==> src/rtl/lc3b_pkg.sv <==
// Shared LC-3b definitions: the machine word width and the arbiter state encoding.
package lc3b_pkg;

    localparam int WORD_W = 16;

    typedef enum logic {
        ARB_IDLE,
        ARB_LOCKED
    } arb_state_t;

endpackage

==> src/rtl/mux_arb_rr_pick.sv <==
// Combinational round-robin picker: returns the first set request at or after ptr, wrapping at NUM_IN-1.
module rr_pick #(
    parameter int NUM_IN = 4,
    parameter int SEL_W  = $clog2(NUM_IN)
) (
    input  logic [NUM_IN-1:0] req,
    input  logic [SEL_W-1:0]  ptr,
    output logic              found,
    output logic [SEL_W-1:0]  idx
);

    int cand;

    // Walk offsets from farthest to nearest so the nearest requester is written last and wins.
    always_comb begin
        found = 1'b0;
        idx   = '0;
        cand  = 0;
        for (int k = NUM_IN - 1; k >= 0; k--) begin
            cand = int'(ptr) + k;
            if (cand >= NUM_IN) begin
                cand = cand - NUM_IN;
            end
            if (req[cand]) begin
                found = 1'b1;
                idx   = SEL_W'(cand);
            end
        end
    end

endmodule

==> src/rtl/mux_arb.sv <==
// Registered N:1 valid/ready mux with round-robin arbitration; a grant is held until its in_last beat transfers.
module mux_arb
    import lc3b_pkg::*;
#(
    parameter int WIDTH  = WORD_W,
    parameter int NUM_IN = 4,
    parameter int SEL_W  = $clog2(NUM_IN)
) (
    input  logic                    clk,
    input  logic                    rst_n,
    input  logic [NUM_IN*WIDTH-1:0] in_data,
    input  logic [NUM_IN-1:0]       in_valid,
    input  logic [NUM_IN-1:0]       in_last,
    output logic [NUM_IN-1:0]       in_ready,
    output logic [WIDTH-1:0]        out_data,
    output logic [SEL_W-1:0]        out_sel,
    output logic                    out_last,
    output logic                    out_valid,
    input  logic                    out_ready
);

    arb_state_t        state_q, state_d;
    logic [SEL_W-1:0]  rr_ptr_q, rr_ptr_d;
    logic [SEL_W-1:0]  grant_q, grant_d;
    logic [WIDTH-1:0]  out_data_q, out_data_d;
    logic [SEL_W-1:0]  out_sel_q, out_sel_d;
    logic              out_last_q, out_last_d;
    logic              out_valid_q, out_valid_d;

    logic              pick_found;
    logic [SEL_W-1:0]  pick_idx;
    logic              can_load;
    logic              sel_ok;
    logic [SEL_W-1:0]  sel;
    logic [SEL_W-1:0]  sel_inc;
    logic              in_xfer;

    rr_pick #(
        .NUM_IN (NUM_IN),
        .SEL_W  (SEL_W)
    ) u_pick (
        .req   (in_valid),
        .ptr   (rr_ptr_q),
        .found (pick_found),
        .idx   (pick_idx)
    );

    always_comb begin
        state_d     = state_q;
        rr_ptr_d    = rr_ptr_q;
        grant_d     = grant_q;
        out_data_d  = out_data_q;
        out_sel_d   = out_sel_q;
        out_last_d  = out_last_q;
        out_valid_d = out_valid_q;
        in_ready    = '0;

        can_load = !out_valid_q || out_ready;
        sel      = (state_q == ARB_LOCKED) ? grant_q : pick_idx;
        sel_ok   = (state_q == ARB_LOCKED) || pick_found;
        sel_inc  = (sel == SEL_W'(NUM_IN - 1)) ? '0 : sel + 1'b1;

        // rst_n gating keeps ready low for the whole reset window, not just after the first edge.
        if (rst_n && sel_ok && can_load) begin
            in_ready[sel] = 1'b1;
        end
        in_xfer = |(in_ready & in_valid);

        if (in_xfer) begin
            out_data_d  = in_data[sel*WIDTH +: WIDTH];
            out_sel_d   = sel;
            out_last_d  = in_last[sel];
            out_valid_d = 1'b1;
            if (in_last[sel]) begin
                state_d  = ARB_IDLE;
                rr_ptr_d = sel_inc;
            end else begin
                state_d = ARB_LOCKED;
                grant_d = sel;
            end
        end else if (out_valid_q && out_ready) begin
            out_valid_d = 1'b0;
        end
    end

    always_ff @(posedge clk or negedge rst_n) begin
        if (!rst_n) begin
            state_q     <= ARB_IDLE;
            rr_ptr_q    <= '0;
            grant_q     <= '0;
            out_data_q  <= '0;
            out_sel_q   <= '0;
            out_last_q  <= 1'b0;
            out_valid_q <= 1'b0;
        end else begin
            state_q     <= state_d;
            rr_ptr_q    <= rr_ptr_d;
            grant_q     <= grant_d;
            out_data_q  <= out_data_d;
            out_sel_q   <= out_sel_d;
            out_last_q  <= out_last_d;
            out_valid_q <= out_valid_d;
        end
    end

    assign out_data  = out_data_q;
    assign out_sel   = out_sel_q;
    assign out_last  = out_last_q;
    assign out_valid = out_valid_q;

endmodule

==> config.mk <==
export PLATFORM = sky130hd
export DESIGN_NAME = mux_arb
export DESIGN_NICKNAME = d
export VERILOG_FILES = /design/src/rtl/lc3b_pkg.sv /design/src/rtl/mux_arb_rr_pick.sv /design/src/rtl/mux_arb.sv
export SDC_FILE = /design/constraint.sdc
export NUM_CORES = 1
export LEC_CHECK = 0
export BUFFER_PORTS_ARGS = -buffer_cell sky130_fd_sc_hd__buf_2
export CORE_MARGIN = 1.5
export CORE_UTILIZATION = 48
export CTS_CLUSTER_SIZE = 10
export DETAILED_ROUTE_END_ITERATION = 8
export MAX_ROUTING_LAYER = met4
export PLACE_DENSITY = 0.94
export SETUP_SLACK_MARGIN = 0.3
export SKIP_LAST_GASP = 1
export SYNTH_ARGS = -nofsm -noshare
export SYNTH_HDL_FRONTEND = slang
export SYNTH_HIERARCHICAL = 1
export SYNTH_SLANG_ARGS = --single-unit
==> constraint.sdc <==
create_clock -name clk -period 5.4 [get_ports clk]
set_input_delay 0.54 -clock clk [delete_from_list [all_inputs] [get_ports clk]]
set_output_delay 0.54 -clock clk [all_outputs]
set_load 0.005 [all_outputs]
==> summary.txt <==
Clocking
  • Deepest clock path buffer count: 2
  • CTS sink cnt: 25
  • TritonCTS clock tree: built
  • CTS hold repair buffers: 0
  • TritonCTS buffer count: 3
  • Clk pin slew, worst setup/hold paths: 150 ps
  • Post-CTS Resized: 0
  • Skew-Pair Late Insertion Delay: 320 ps
  • Setup Buffers After CTS: 0
  • Max H-tree Level: 1
  • Root Driver: clkbuf_4

Synth
  • Post-synth top cells: 50 x mux2i_1, 25 x dfrtp_1, 16 x mux2_2, 8 x nor2_1, 6 x nand2_1
  • Ys async rst share: 1.000
  • Mapped Nets: 228
  • Cells after synthesis: 149
  • Post-synth EDFFs: 0
  • Synth Flop Type: dfrtp_1
  • Count of different cell masters after synthesis: 31
  • Yosys warning total: 6
  • Top cell type's share of synthesized area: 0.3618
  • Mapped Area: 0.001729 mm^2
  • Post-synth top area cell: dfrtp_1
  • Seq/Total Area, Yosys: 0.3618
  • Syn_area_per_cell: 11.61 um^2
  • Top cells by area, synth: dfrtp_1 36%, mux2i_1 29%, mux2_2 10%, ha_1 2.9%, mux2_1 2.0%
  • Seq cells post-synth: 25
  • Cell with the most instances after synthesis: mux2i_1

Route
  • Starting DRT DRC Count: 36
  • Via-per-instance ratio: 5.241
  • WL/cell: 15.13 um
  • Total number of vias: 1525
  • 1st-pass router iterations: 4
  • Total Wirelength: 4403 um
  • Number of remaining DRC errors: 0
  • ANT nets after route: 0

Setup path
  • Reg2reg start: rr_ptr_q[1]$_DFFE_PN0P_
  • Crit Path Class: reg2reg
  • Worst R2R Setup Slack: 1950 ps
  • Critical Path Start Type: register
  • Arr. time, crit path: 3670 ps
  • Worst Path Max Fanout: 38
  • WP data required: 5620 ps
  • Crit end category: register
  • Crit path from: rr_ptr_q[1]$_DFFE_PN0P_
  • RR Endpoint: grant_q[0]$_DFFE_PN0P_
  • Reg2Reg Depth: 10

Pwr
  • Logic gate share of total power: 0.628
  • Sequential share of power: 0.297
  • Clock network power share: 0.075
  • Peak supply drop: 0.2152 mV
  • Net load switching power: 474.0 uW
  • Leak: 0.001120 uW
  • Internal: 697.6 uW
  • Power per cell area: 514.5 mW/mm^2
  • Switch share: 0.4046

Placement
  • Port Buf Inserts: 98
  • DPL Wire Length: 3506 um
  • GP Congestion: 0.7721
  • Place WS: 1771 ps

Global routing
  • First-pass GRT wire length: 6879 um
  • Gr ovfl total: 0
  • Vias in the first global route: 1524
  • Initial antenna violation count: 0
  • Gr usage total: 0.2331
  • Largest net degree at the start of global routing: 39

Finish
  • Synthesis-to-finish area growth: 31.69%
  • Layout cells sized above 1: 0.5224
  • # diodes: 0
  • Final #Nets: 325

Timing
  • Min Clock Period, post-route: 3448 ps
  • Setup TNS: 0 ps
  • Slew HR: 0.3729
  • FMAX: 290.0 MHz
  • Final Max Slew Viols: 0
  • Final Hold Fails: 0
  • Fin Hold WS: 183.6 ps
  • Post-Route Skew: 5.319 ps
  • Final Cycle Share: 0.6385
  • Final Setup Violations: 0
  • Fin worst setup slack: 1952 ps
  • Worst Max-Slew Pin Slew: 920.9 ps
  • RSZ-0062 raised after global routing: no

Floorplanning
  • Die extent in y: 63.02 um
  • Initial Util: 0.5102
  • DIE WIDTH: 63.02 um
  • Die ar.: 0.003972 mm^2
  • Core region area: 0.003390 mm^2
  • Num ports: 99
  • Rows: 21

Run status
  • Outcome: finished, final reports clean

Job
  • Maxcap violations: 0

Hold path
  • Min-Delay Path Class: in2async
==> registers in the layout, indices dropped and copies added, names as in the netlist <==
signal     cells
grant_q        2
out_data      16
out_last       1
rr_ptr_q       2
out_valid      1
out_sel        2
state_q        1
==> logic make-up (layout without fill, tap and decap cells) <==
family                     Yosys count  count (layout)  share of synthesized area
muxes                               71              71                     0.4392
and+or+nand+nor                     26              26                    0.07526
DFF                                 25              25                     0.3618
AOI/OAI and AO/OA                   13              13                    0.05934
buffers and inverters               10             106                    0.03546
adders and majority gates            4               4                    0.02894
==> critical path, cell delays in order (launching register included) <==
cell and delay, ps:
dfrtp_1 480, mux2i_1 160, a211oi_2 320, mux2i_4 160, inv_2 690, ha_1 310, a22oi_1 110, a211oi_4 250
buf_4 340, nor2b_2 210, mux2_1 320
==> stage by stage <==
step	std cells	power (uW)	util	area [um^2]
finish	291	1172	0.6718	2277
floorplan	149	886.5	-	1729
global placement	287	1056	0.6630	2247
global route	291	1261	0.6718	2277
detailed placement	287	1093	0.6630	2247
CTS	291	1182	0.6718	2277
==> power groups by stage <==
stage                     logic [uW]  clock network [uW]  registers [uW]
after floorplan                  541                   0             345
after global placement           708                   0             348
after detailed placement         743                   0             350
after CTS                        746                88.9             348
after global routing             805                97.8             359
final                            736                88.4             348
==> layer usage <==
layer / up-vias / global-route usage / routed length (um)
li1: 725 / - / -
met1: 708 / 0.2303 / 1650
met2: 76 / 0.4309 / 2299
met3: 16 / 0.03604 / 274
met4: 0 / 0.1306 / 179
met5: - / - / 0
==> cells in the final DEF, fill, tap and decap left out, types with 2 or more instances in the layout <==
master    instances
inv_1             2
mux2i_1          49
and2_1            4
clkbuf_4          3
dfrtp_1          25
buf_2            98
nand2_1           6
mux2i_4           2
nor2_1            8
nand2b_1          2
mux2_1            3
a21oi_1           3
o21ai_0           2
a22oi_1           2
ha_1              4
mux2_2           16
==> cell type report <==
cell class                      instances  area, um^2
Tap cell                               46       57.56
Multi-Input combinational cell        114        1055
Clock inverter                          1       7.507
Sequential cell                        25       625.6
Fill cell                             286        1112
Inverter                                3       11.26
Timing Repair Buffer                   99       498.0
Clock buffer                            3       22.52
==> how the worst max path moves through the flow <==
| stage | end | slack (ps) | cells after the start |
|---|---|---|---|
| 2_1_floorplan | out_data[10]$_DFFE_PN0P_ | 2540 | 10 |
| 3_3_place_gp | grant_q[0]$_DFFE_PN0P_ | 1920 | 11 |
| 3_5_place_dp | grant_q[0]$_DFFE_PN0P_ | 1770 | 11 |
| 4_1_cts | grant_q[0]$_DFFE_PN0P_ | 1910 | 10 |
| 5_1_grt | grant_q[0]$_DFFE_PN0P_ | 1740 | 11 |
| 6_report | grant_q[0]$_DFFE_PN0P_ | 1950 | 10 |
Power figures use the tool's default switching activity.
